===== src/rtl/gcd_job_ctrl.sv =====
// Job sequencer for a single GCD core: register window, launch/abort pulses,
// run timer with timeout, sticky completion flags and a level interrupt.
//
// state  | meaning
// IDLE   | no job active, waiting for a START write
// LAUNCH | one cycle, GCD_START asserted
// RUN    | core working, counter running, watching DONE edge / timeout / ABORT
// FINISH | one cycle, latch CYCLES and set DONE_F
module gcd_job_ctrl #(
  parameter int          CNT_W       = 32,
  parameter logic [31:0] TIMEOUT_RST = 32'h000F_FFFF
) (
  input  logic        CLK,
  input  logic        RESETn,
  input  logic        SRAM_CEn,
  input  logic [31:0] SRAM_ADDR,
  input  logic [63:0] SRAM_WDATA,
  input  logic        SRAM_WEn,
  input  logic [7:0]  SRAM_WBEn,
  output logic [63:0] SRAM_RDATA,
  output logic        GCD_START,
  output logic        GCD_ABORT,
  input  logic        GCD_DONE,
  output logic        IRQ
);

  typedef enum logic [1:0] {IDLE, LAUNCH, RUN, FINISH} state_t;

  localparam logic [CNT_W-1:0] CNT_ONE = CNT_W'(1);

  state_t             state_q, state_d;
  logic [CNT_W-1:0]   cnt_q, cycles_q, limit_q;
  logic               irq_en_q, done_f_q, to_f_q, done_q, abort_q;
  logic               wr, rd, lane0, start_wr, abort_wr, w1c_done, w1c_to;
  logic               done_rise, timeout_hit, done_set, to_set, abort_d;
  logic [63:0]        limit_merge;
  logic               unused_bits;

  assign wr        = !SRAM_CEn && !SRAM_WEn;
  assign rd        = !SRAM_CEn && SRAM_WEn;
  assign lane0     = !SRAM_WBEn[0];
  assign start_wr  = wr && lane0 && (SRAM_ADDR[4:3] == 2'd0) && SRAM_WDATA[0];
  assign abort_wr  = wr && lane0 && (SRAM_ADDR[4:3] == 2'd0) && SRAM_WDATA[2];
  assign w1c_done  = wr && lane0 && (SRAM_ADDR[4:3] == 2'd1) && SRAM_WDATA[1];
  assign w1c_to    = wr && lane0 && (SRAM_ADDR[4:3] == 2'd1) && SRAM_WDATA[2];

  // A DONE level carried over from an earlier job is not a new completion.
  assign done_rise   = GCD_DONE && !done_q;
  assign timeout_hit = (limit_q != '0) && (cnt_q == limit_q - CNT_ONE);

  assign unused_bits = ^{SRAM_ADDR[31:5], SRAM_ADDR[2:0], limit_merge[63:CNT_W]};

  always_comb begin
    limit_merge = 64'(limit_q);
    for (int b = 0; b < 8; b++) begin
      if (!SRAM_WBEn[b]) limit_merge[8*b +: 8] = SRAM_WDATA[8*b +: 8];
    end
  end

  always_comb begin
    state_d  = state_q;
    abort_d  = 1'b0;
    to_set   = 1'b0;
    done_set = 1'b0;
    case (state_q)
      IDLE:   if (start_wr) state_d = LAUNCH;
      LAUNCH: state_d = RUN;
      RUN: begin
        if (done_rise) begin
          state_d = FINISH;
        end else if (timeout_hit) begin
          state_d = IDLE;
          abort_d = 1'b1;
          to_set  = 1'b1;
        end else if (abort_wr) begin
          state_d = IDLE;
          abort_d = 1'b1;
        end
      end
      FINISH: begin
        state_d  = IDLE;
        done_set = 1'b1;
      end
      default: state_d = IDLE;
    endcase
  end

  assign GCD_START = (state_q == LAUNCH);
  assign GCD_ABORT = abort_q;

  always_ff @(posedge CLK or negedge RESETn) begin
    if (!RESETn) begin
      state_q    <= IDLE;
      cnt_q      <= '0;
      cycles_q   <= '0;
      limit_q    <= TIMEOUT_RST[CNT_W-1:0];
      irq_en_q   <= 1'b0;
      done_f_q   <= 1'b0;
      to_f_q     <= 1'b0;
      done_q     <= 1'b0;
      abort_q    <= 1'b0;
      IRQ        <= 1'b0;
      SRAM_RDATA <= '0;
    end else begin
      state_q <= state_d;
      done_q  <= GCD_DONE;
      abort_q <= abort_d;
      IRQ     <= irq_en_q && (done_f_q || to_f_q);

      if (state_q == IDLE && start_wr) begin
        cnt_q <= '0;
      end else if (state_q == RUN && !done_rise && cnt_q != '1) begin
        cnt_q <= cnt_q + CNT_ONE;
      end

      if (done_set)    cycles_q <= cnt_q;
      else if (to_set) cycles_q <= limit_q;

      // FSM-driven sets come after the W1C clears so the set wins.
      if (state_q == IDLE && start_wr) begin
        done_f_q <= 1'b0;
        to_f_q   <= 1'b0;
      end else begin
        if (w1c_done) done_f_q <= 1'b0;
        if (w1c_to)   to_f_q   <= 1'b0;
        if (done_set) done_f_q <= 1'b1;
        if (to_set)   to_f_q   <= 1'b1;
      end

      if (wr && lane0 && SRAM_ADDR[4:3] == 2'd0) irq_en_q <= SRAM_WDATA[1];
      if (wr && SRAM_ADDR[4:3] == 2'd3)         limit_q  <= limit_merge[CNT_W-1:0];

      if (rd) begin
        case (SRAM_ADDR[4:3])
          2'd0:    SRAM_RDATA <= {61'b0, 1'b0, irq_en_q, 1'b0};
          2'd1:    SRAM_RDATA <= {61'b0, to_f_q, done_f_q, state_q != IDLE};
          2'd2:    SRAM_RDATA <= 64'(cycles_q);
          default: SRAM_RDATA <= 64'(limit_q);
        endcase
      end
    end
  end

endmodule


===== config.mk =====
export PLATFORM = sky130hd
export DESIGN_NAME = gcd_job_ctrl
export DESIGN_NICKNAME = d
export VERILOG_FILES = /design/src/rtl/gcd_job_ctrl.sv
export SDC_FILE = /design/constraint.sdc
export NUM_CORES = 1
export LEC_CHECK = 0
export ABC_AREA = 0
export CORE_ASPECT_RATIO = 0.8
export CORE_MARGIN = 2
export CORE_UTILIZATION = 40
export CTS_BUF_LIST = sky130_fd_sc_hd__clkbuf_8
export DETAILED_ROUTE_END_ITERATION = 6
export PLACE_DENSITY = 0.74
export SYNTH_ARGS = -nofsm -noshare
export SYNTH_HDL_FRONTEND = slang
export SYNTH_SLANG_ARGS = --single-unit

===== constraint.sdc =====
create_clock -name CLK -period 6 [get_ports CLK]
set_input_delay 0.6 -clock CLK [delete_from_list [all_inputs] [get_ports CLK]]
set_output_delay 0.6 -clock CLK [all_outputs]
set_load 0.005 [all_outputs]

==> out/metrics.cfg <==
[outcome]
status = finished, final reports clean

[clocking]
cts_buffers = 17
cts.sinks = 136
clkTransAtPathRegs_ps = 80
h-tree-depth = 4
post_cts_buffers = 0
clk_path_buf_depth = 2
clk_latency_ps = 470
cts.repair.resized = 0
root_buffer = clkbuf_8
cts_tree = yes
cts_hold_buf = 0

[route]
ant_nets = 0
viasPerCell = 5.17
route.top_layer_used = met4
drc = 0
wire_per_inst_microns = 16.1
drtIter0Drc = 315
drt-total-wl_mm = 17.8
dr.pass1.iters = 4
wl_met3_microns = 913
num_vias = 5713
wl_met2_mm = 7.57
wl_met1_mm = 9.17

[critical_path]
r2r_start = limit_q[12]
cp_common_cell = nand4_2
reg2reg_slack_ps = 2350
setup.worst_path.start_class = register
cp.arrival_ps = 3940
cp_slowest_cell = buf_4
cp_cell_sequence = nor4_1, nand4_2, or3_1, o31ai_1, and3_1, nand4_2, nor4_4, buf_4, mux2i_1, a21oi_1
path_max_fanout = 33
critPathKind = reg2reg
critical_path.endpoint_type = register
r2r_cells = 10
worst_path_largest_cell_delay_ps = 530
required_ps = 6290
timing.rr.end = cycles_q[20]

[synth]
synth_area_per_cell_sq_um = 9.84
yosysUniqueCellTypes = 63
yosys-top-cells-area = dfrtp_1, mux2i_1, dfstp_2
yosysSeqAreaShare_pct = 44.3
synth-warning-count = 0
ys.flop_type = dfrtp_1
netlist_top_cells_count = dfrtp_1, nor2_1, mux2i_1
ys_seq_elements = 136
yosysMostFrequentCell = dfrtp_1
synth_edf_count = 0
synth_top_area_share_pct = 37.5
async_flop_share_pct = 100
yosys.area.top_type = dfrtp_1
syn_inst = 787
synthesis.area_sq_um = 7750

[timing]
setup_viol = 0
slew-limit-headroom_pct = 22.7
fin_worst_skew_ps = 16.3
hold-worst-slack_ps = 132
fin_crit_sh_pct = 60.8
fmax_mhz = 274
rsz0062_at_grt = false
tightest_slew_ps = 1160
hold_violations = 0
worst_slack_ps = 2350
period_minus_slack_ps = 3650
maxSlewViolCount = 0
tns_ps = 0

[place]
dp_slack_ps = 2360
dpl.hpwl_mm = 12.4
dpl_cell_area_sq_um = 8480
io_buffers = 77
globalplace.congestion = 0.874

[power]
vdd_drop_max_v = 0.000141
p_leak_nw = 3.68
p_per_area_nw_per_um2 = 342

[die]
die_w_microns = 160
start_util_pct = 40.8
core_area_sq_um = 19000
die_area_sq_um = 20500
row_count = 45
boundaryPins = 176
die_h_microns = 128

[finish]
antennaDiodeCount = 0
stdcell_area_sq_um = 8910
synthToLayoutAreaGrowth_pct = 15.1
fin_nets = 946
drive_above_1_share_pct = 13.6

[global_routing]
grt_use_total_pct = 18.2
grt_overflow_total = 0
grt_pass1_wl_mm = 29.7
antenna_found_initial = 0
grt_pass1_vias = 5547
grt_max_degree = 72

[flow_run]
drv_cap = 0

[hold_path]
hold_path.class = in2async

sequential cells by signal, summed over array words and instances, names as in the netlist:
| register | count |
|---|---|
| state_q | 2 |
| done_f_q | 1 |
| IRQ | 1 |
| done_q | 1 |
| cnt_q | 32 |
| to_f_q | 1 |
| GCD_ABORT | 1 |
| irq_en_q | 1 |
| SRAM_RDATA | 32 |
| cycles_q | 32 |
| limit_q | 32 |
stage by stage:
stage          utilization, %  instances  total power, mW
2_1_floorplan               -        818             1.96
3_3_place_gp             44.7       1074             2.21
3_5_place_dp             44.7       1074             2.24
4_1_cts                  47.0       1106             3.07
5_1_grt                  47.0       1106             3.25
6_report                 47.0       1106             3.05
cell usage in the layout (no fill, tap or decap), drive strengths merged, types with 21 or more instances in the layout:
cell type and n:
nand3 26, clkbuf 21, clkdlybuf4s50 75, conb 32, mux2i 64, nor2 82
mux2 33, a21oi 49, xnor2 39, o21ai 48, nand2 59, nor3 22
dfrtp 116, xor2 23
layer usage:
metal,vias to the layer above,global-route usage (%)
met5,-,0
met4,0,5.08
met3,10,4.67
met2,119,26.9
met1,2801,26.6
li1,2783,-
final cells by class:
cell class / instances / area [sq um]
clock buffers: 21 / 289
repair buffers: 83 / 812
clock inverters: 11 / 144
multi-input cells: 588 / 3880
flip-flops and latches: 136 / 3430
inverters: 9 / 33.8
fillers: 1802 / 10100
well taps: 258 / 323
logic make-up (layout without fill, tap and decap cells):
family	after synthesis	in the layout	share of synthesized area [%]
AOI/OAI and AO/OA	120	120	8.75
other	1	32	0.0484
adders and majority gates	2	2	0.323
buffers and inverters	94	124	7.19
and+or+nand+nor	274	274	19.1
xor gates and xnor gates	62	62	7.01
DFF	136	136	44.3
muxes	98	98	13.4
critical path: cells and delay by family (launching register included):
kind / cells / cell delay, ps
flip-flops: 1 / 420
multiplexers: 1 / 250
AND/OR/NAND/NOR: 6 / 1840
AO/OA/AOI/OAI: 2 / 410
buffers and inverters: 1 / 530
power breakdown:
group	internal (mW)	switching (mW)	leakage (nW)
combinational	0.425	0.361	1.79
clock	0.455	0.371	0.216
sequential	1.18	0.260	1.68
total	2.06	0.992	3.68
how the worst max path moves through the flow:
stage           startpoint           end  slack [ps]
6_report       limit_q[12]  cycles_q[20]        2350
5_1_grt        limit_q[12]  cycles_q[20]        2020
4_1_cts        limit_q[12]  cycles_q[15]        2320
3_5_place_dp   limit_q[12]  cycles_q[15]        2360
3_3_place_gp   limit_q[12]  cycles_q[31]        2360
2_1_floorplan   limit_q[0]  cycles_q[22]        2870
Power figures use the tool's default switching activity.
